**config.mk**
```make
export PLATFORM = sky130hd
export DESIGN_NAME = fifo_ctrl_2p
export DESIGN_NICKNAME = d
export VERILOG_FILES = /design/src/rtl/fifo_ctrl_2p.sv
export SDC_FILE = /design/constraint.sdc
export NUM_CORES = 1
export LEC_CHECK = 0
export CAP_MARGIN = 20
export CORE_ASPECT_RATIO = 0.5
export CORE_MARGIN = 2
export CORE_UTILIZATION = 48
export CTS_BUF_LIST = sky130_fd_sc_hd__clkbuf_4 sky130_fd_sc_hd__clkbuf_8
export DETAILED_ROUTE_END_ITERATION = 6
export GPL_ROUTABILITY_DRIVEN = 0
export PLACE_DENSITY = 0.79
export SLEW_MARGIN = 20
export SYNTH_ARGS = -nofsm -noshare
export SYNTH_HDL_FRONTEND = slang
export SYNTH_SLANG_ARGS = --single-unit
```
**constraint.sdc**
```tcl
create_clock -name clk -period 3.2 [get_ports clk]
set_input_delay 0.32 -clock clk [delete_from_list [all_inputs] [get_ports clk]]
set_output_delay 0.32 -clock clk [all_outputs]
set_load 0.03 [all_outputs]
```
**src/rtl/fifo_ctrl_2p.sv**
```systemverilog
// fifo_ctrl_2p: valid/ready stream FIFO built around an external two-port RAM
// with a registered (1-cycle latency) read port. A 3-entry register buffer in
// front of the consumer absorbs the read latency so the FIFO moves one word
// per cycle in each direction.
module fifo_ctrl_2p #(
  parameter int DEPTH = 2048,
  parameter int WIDTH = 24,
  localparam int A = ($clog2(DEPTH) > 1) ? $clog2(DEPTH) : 1,
  localparam int C = $clog2(DEPTH + 4)
) (
  input  logic             clk,
  input  logic             rst,
  input  logic             in_valid,
  output logic             in_ready,
  input  logic [WIDTH-1:0] in_data,
  output logic             out_valid,
  input  logic             out_ready,
  output logic [WIDTH-1:0] out_data,
  output logic [A-1:0]     mem_addrw,
  output logic             mem_mew,
  output logic [WIDTH-1:0] mem_din,
  output logic [A-1:0]     mem_addrr,
  output logic             mem_mer,
  input  logic [WIDTH-1:0] mem_dout,
  output logic [C-1:0]     count
);

  logic [A-1:0]     wptr_r;
  logic [A-1:0]     rptr_r;
  logic [C-1:0]     ram_cnt_r;
  logic [C-1:0]     count_r;
  logic             rd_pend_r;
  logic [1:0]       obuf_cnt_r;
  logic [1:0]       obuf_cnt_s;
  logic [WIDTH-1:0] obuf_r [3];
  logic [WIDTH-1:0] obuf_s [3];
  logic             push_s;
  logic             pop_s;
  logic             mer_s;

  // RAM pointer advance with wrap at DEPTH-1 (DEPTH need not be a power of two).
  function automatic logic [A-1:0] ptr_inc(input logic [A-1:0] p);
    if (p == A'(DEPTH - 1)) begin
      return '0;
    end else begin
      return p + A'(1);
    end
  endfunction

  // Handshakes. in_ready is gated by rst so nothing is accepted during reset.
  assign in_ready  = !rst && (ram_cnt_r < C'(DEPTH));
  assign push_s    = in_valid && in_ready;
  assign out_valid = (obuf_cnt_r != 2'd0);
  assign pop_s     = out_valid && out_ready;

  // Prefetch only while the buffer plus the in-flight read leaves room.
  assign mer_s = (ram_cnt_r != '0) &&
                 (({1'b0, obuf_cnt_r} + {2'b00, rd_pend_r}) < 3'd3);

  assign mem_mew   = push_s;
  assign mem_addrw = wptr_r;
  assign mem_din   = in_data;
  assign mem_mer   = mer_s;
  assign mem_addrr = rptr_r;
  assign out_data  = obuf_r[0];
  assign count     = count_r;

  // Output buffer next state: shift out the head on pop, then append the
  // returning RAM word at the first free slot (never overflows by mer_s).
  always_comb begin
    obuf_s     = obuf_r;
    obuf_cnt_s = obuf_cnt_r;
    if (pop_s) begin
      obuf_s[0]  = obuf_r[1];
      obuf_s[1]  = obuf_r[2];
      obuf_cnt_s = obuf_cnt_s - 2'd1;
    end else begin
      obuf_cnt_s = obuf_cnt_r;
    end
    if (rd_pend_r) begin
      case (obuf_cnt_s)
        2'd0:    obuf_s[0] = mem_dout;
        2'd1:    obuf_s[1] = mem_dout;
        2'd2:    obuf_s[2] = mem_dout;
        default: obuf_s[0] = obuf_s[0];
      endcase
      obuf_cnt_s = obuf_cnt_s + 2'd1;
    end else begin
      obuf_cnt_s = obuf_cnt_s;
    end
  end

  // Pointers, RAM occupancy, in-flight read flag and total word count.
  always_ff @(posedge clk or posedge rst) begin
    if (rst) begin
      wptr_r    <= '0;
      rptr_r    <= '0;
      ram_cnt_r <= '0;
      count_r   <= '0;
      rd_pend_r <= 1'b0;
    end else begin
      if (push_s) begin
        wptr_r <= ptr_inc(wptr_r);
      end
      if (mer_s) begin
        rptr_r <= ptr_inc(rptr_r);
      end
      ram_cnt_r <= ram_cnt_r + C'(push_s) - C'(mer_s);
      count_r   <= count_r + C'(push_s) - C'(pop_s);
      rd_pend_r <= mer_s;
    end
  end

  // Output buffer registers; cleared on reset so out_data reads zero.
  always_ff @(posedge clk or posedge rst) begin
    if (rst) begin
      obuf_r     <= '{default: '0};
      obuf_cnt_r <= 2'd0;
    end else begin
      obuf_r     <= obuf_s;
      obuf_cnt_r <= obuf_cnt_s;
    end
  end

endmodule
```
Word-level counts from Yosys, hierarchy flattened
Index checks and enable logic that the tools add are counted.
- bits in latches: 0
- memory bits (read-only): 0
- flip-flop bits (word level): 121
- memories: 0
- input port bits: 52
- memory bits (writable): 0
- div/mod/pow operators: 0
- muxes and demuxes: 9
- magnitude comparators: 2
- multipliers: 0
- add/subtract/negate cells: 9
- reduce and logical (&&, ||, !) cells: 9
- shift operators: 0
- bitwise gates (word level): 0
- equal/unequal tests: 4
- operators with widths (cell ; number):
    $mux W24 ; 3
    $mux W72 ; 1
    $mux W48 ; 1
    $add A12 B1 Y12 ; 2
    $sub A12 B1 Y12 ; 2
    $add A11 B1 Y11 const B ; 2
    $eq A11 B11 Y1 const B ; 2
    $mux W11 ; 2
    $lt A12 B12 Y1 const B ; 1
    $reduce_bool A12 Y1 ; 1
    $logic_and A1 B1 Y1 ; 4
    $mux W2 ; 2
    $add A2 B1 Y3 ; 1
    $lt A3 B2 Y1 const B ; 1
    $add A2 B1 Y2 const B ; 1
    $eq A2 B1 Y1 const B ; 1
    $eq A2 B2 Y1 const B ; 1
    $logic_not A2 Y1 ; 1
    $reduce_and A2 Y1 ; 1
    $reduce_bool A2 Y1 ; 1
    $sub A2 B1 Y2 const B ; 1
    $logic_not A1 Y1 ; 1

Logic depth before layout (Yosys ltp)
- depth after elaboration: 6
- depth in mapped cells: 14
- gate-level depth less buffers: 14

Least setup slack after synthesis
No wires, ideal clock.
- path kind: register -> register
- start point: register rd_pend_r
- end point: register ram_cnt_r[10]
- setup slack: -0.252 ns
- setup time: 0.111 ns
- stages on the path, launching flop included: 15
- data arrival time: 3.340 ns
- data required time: 3.089 ns
- path through: dfrtp_1 -> ha_1 -> ha_1 -> a21oi_1 -> o41ai_4 -> inv_1 -> ha_1 -> inv_1 -> ha_1 -> fa_1 -> a21oi_1 -> nor4b_1 -> o311ai_1 -> mux2i_1 -> a2111oi_2
- longest elaborated chain between the ends: 4
- RTL lines (what ; line ; source):
    start, declared ; 32 ; logic rd_pend_r;
    start signal, assigned ; 110 ; rd_pend_r <= mer_s;
    $add A2 B1 Y3 ; 58 ; (({1'b0, obuf_cnt_r} + {2'b00, rd_pend_r}) < 3'd3);
    $lt A3 B2 Y1 ; 58 ;
    $logic_and A1 B1 Y1 ; 57 ; assign mer_s = (ram_cnt_r != '0) &&
    named net mem_mer ; 23 ; output logic mem_mer,
    $sub A12 B1 Y12 ; 108 ; ram_cnt_r <= ram_cnt_r + C'(push_s) - C'(mer_s);
    end signal, assigned ; 108 ;
    end, declared ; 30 ; logic [C-1:0] ram_cnt_r;
The timed path passes the listed nets, and every way through them passes these cells.
A chain may end at the register's enable or synchronous reset.

Worst setup path after layout
- start point: register ram_cnt_r[3]
- end point: register ram_cnt_r[10]
- longest elaborated chain between the ends: 5
- RTL lines (what ; line ; source):
    $lt A12 B12 Y1 ; 51 ; assign in_ready = !rst && (ram_cnt_r < C'(DEPTH));
    $logic_and A1 B1 Y1 ; 51 ;
    $logic_and A1 B1 Y1 ; 52 ; assign push_s = in_valid && in_ready;
    $add A12 B1 Y12 ; 108 ;
    $sub A12 B1 Y12 * ; 108 ;
Mark *: on every way between the ends. The rest lies on a longest branch, timed or not.

==> impl_metrics.toml <==
[route]
dr.first_iter.drc_count = 253
via_per_inst = 5.26
drtPass1Iterations = 5
vias = 4502
drc = 0
wl_per_cell_um = 14.9
drt_wl_total_mm = 12.7
postRouteAntennaNets = 0

[yosys]
synth-async-reset-ratio_pct = 100
synth_enable_flop_cells = 0
synthFlopType = "dfrtp_1"
seq_area_frac_synth_pct = 46.8
avgSynthCellArea_um2 = 10.5
synthTopCellsByCount = "121 x dfrtp_1, 67 x nand2_1, 65 x o21ai_0, 51 x mux2i_1, 48 x buf_4"
synth_top_cell_by_area = "dfrtp_1"
yosys_warnings = 0
ys_types = 48
synth.most_common_cell = "dfrtp_1"
netlist_area_um2 = 6460
synth_area_leaders = "dfrtp_1 47%, mux2i_1 7.9%, ha_1 7.2%"
syn-num-nets = 705
syn_inst = 614
synth_top_area_share_pct = 46.8
ys_ff_latch = 121

[timing]
relSlewSlack_pct = 44.7
skew_ns = 0.00879
fin_crit_sh_pct = 96.2
final-setup-viol-count = 0
hold_viol = 0
fmax_mhz = 325
slew_violations = 0
post-route-min-period_ns = 3.08
tightest_slew_ns = 0.829
tns_ns = 0

[power]
p_leak_uw = 0.00346
ir_worst_vdd_uv = 503
total_power_uw = 9730
p_per_area_nw_per_um2 = 1250

[clock_tree]
clk_path_buf_depth = 2
clkSinkCount = 121
hold_buffers = 0
numCtsBuffers = 17
root_buffer = "clkbuf_8"
cts_tree = "yes"
clock_latency_ns = 0.43
cts_max_level = 4
clkTransAtPathRegs_ns = 0.08

[layout]
nets = 764
area_growth_syn_to_layout_pct = 20.2
final_layout_size_suffix_gt1_share_pct = 14.4
antenna_cells = 0
fill_cells = 1016

[die]
die_area_um2 = 14500
initial_core_util_pct = 50.0
die_w_um = 168
io_pins = 138
die_y_um = 86.1
core-area_um2 = 12900
rows = 29

[worst_setup_path]
cp-start-kind = "register"
endpoint_kind = "register"
worst-r2r-setup-slack_ns = 0.12
rr_worst_depth = 14
cp_data_required_time_ns = 3.52
critPathKind = "register to register"
cp_max_fo = 2
cp_data_arrival_time_ns = 3.40

[global_route]
grt_pass1_wl_mm = 21.2
grt_max_degree = 95
grt_usage_pct = 18.4
grt_pass1_vias = 4538
overflow = 0
grt_antenna_before_repair = 0

[hold_path]
hold_path_class = "primary input to asynchronous set/reset pin"

[placed_design]
io_buffers = 89
dp_hpwl_mm = 8.81

[outcome]
status = "complete, no violations"

[job]
max_cap_viol_count = 0
-- power by group --
part	internal, uW	switching (uW)
clock network	791	623
registers	2330	478
logic	2500	3010
-- flip-flops by register name (all words and copies together), names as in the netlist --
signal      cells
obuf_r         48
out_data       24
count          12
ram_cnt_r      12
mem_addrr      11
mem_addrw      11
obuf_cnt_r      2
rd_pend_r       1
-- per-stage QoR --
step	util, %	hold slack [ns]	setup slack, ns	area (um^2)	cells
after floorplan	-	0.437	-0.0139	6500	614
after global placement	56.7	0.484	0.149	7320	821
after detailed placement	56.7	0.487	0.0490	7320	821
after CTS	59.8	0.476	0.0180	7730	853
after global routing	60.1	0.491	-0.0327	7770	856
final	60.1	0.487	0.121	7770	856
-- placed cells by master (no fill, tap or decap), drive strengths merged, types with 6 or more instances in the layout --
cell / instances
buf: 18
nor2: 13
mux2i: 51
dfrtp: 121
inv: 44
clkinvlp: 6
mux2: 24
xnor2: 20
nand2: 67
clkdlybuf4s50: 89
a21oi: 16
o21ai: 65
clkbuf: 19
nand3: 12
xor2: 15
ha: 37
-- area by class of cell --
type / instances / area [um^2] / share of cell area [%]
clock buffer: 19 / 255 / 3.29
clock inverter: 13 / 153 / 1.96
inverter: 45 / 173 / 2.22
multi-input combinational: 381 / 2880 / 37.1
sequential: 121 / 3030 / 39.0
tap: 170 / 213 / 2.74
timing repair buffer: 107 / 1060 / 13.7
-- logic make-up (layout without fill, tap and decap cells) --
logic type	after synthesis	in the layout	share of synthesized area, %
AOI/OAI and AO/OA	105	105	9.89
xor gates and xnor gates	35	35	4.74
adders and majority gates	39	39	7.78
buffers and inverters	112	184	9.41
DFF	121	121	46.8
muxes	75	75	12.1
and+or+nand+nor	127	127	9.25
-- routing by layer --
| metal | GRT usage, % | wire (um) | vias to the layer above |
|---|---|---|---|
| li1 | - | - | 2172 |
| met1 | 23.0 | 5690 | 2195 |
| met2 | 30.9 | 6260 | 96 |
| met3 | 4.11 | 538 | 39 |
| met4 | 8.93 | 248 | 0 |
| met5 | 0 | 0 | - |
-- worst paths after layout --
check / from / end
max in group asynchronous: rst / out_data[10]
max reg2reg: ram_cnt_r[3] / ram_cnt_r[10]
min in group clk: mem_dout[12] / out_data[12]
min reg2reg: mem_addrr[10] / mem_addrr[10]
max: ram_cnt_r[3] / ram_cnt_r[10]
min: rst / ram_cnt_r[8]
-- worst max-delay path, cell delays in order (launching register included) --
cell and delay (ns):
dfrtp_1 0.40, inv_2 0.07, ha_2 0.17, nand2_2 0.07, o41ai_4 0.34, inv_2 0.10
ha_4 0.27, inv_1 0.04, ha_2 0.18, fa_2 0.39, a21oi_2 0.19, nor4b_2 0.07
o311ai_1 0.33, mux2i_1 0.14, a2111oi_2 0.20
-- repair_timing --
item                                    CTS  global route
gates resized for setup                   0            10
buffers inserted                          0             3
endpoints found under the hold margin     0             0
endpoints found under the setup margin    0             3
Note: power is estimated with default switching activity, not from simulation.
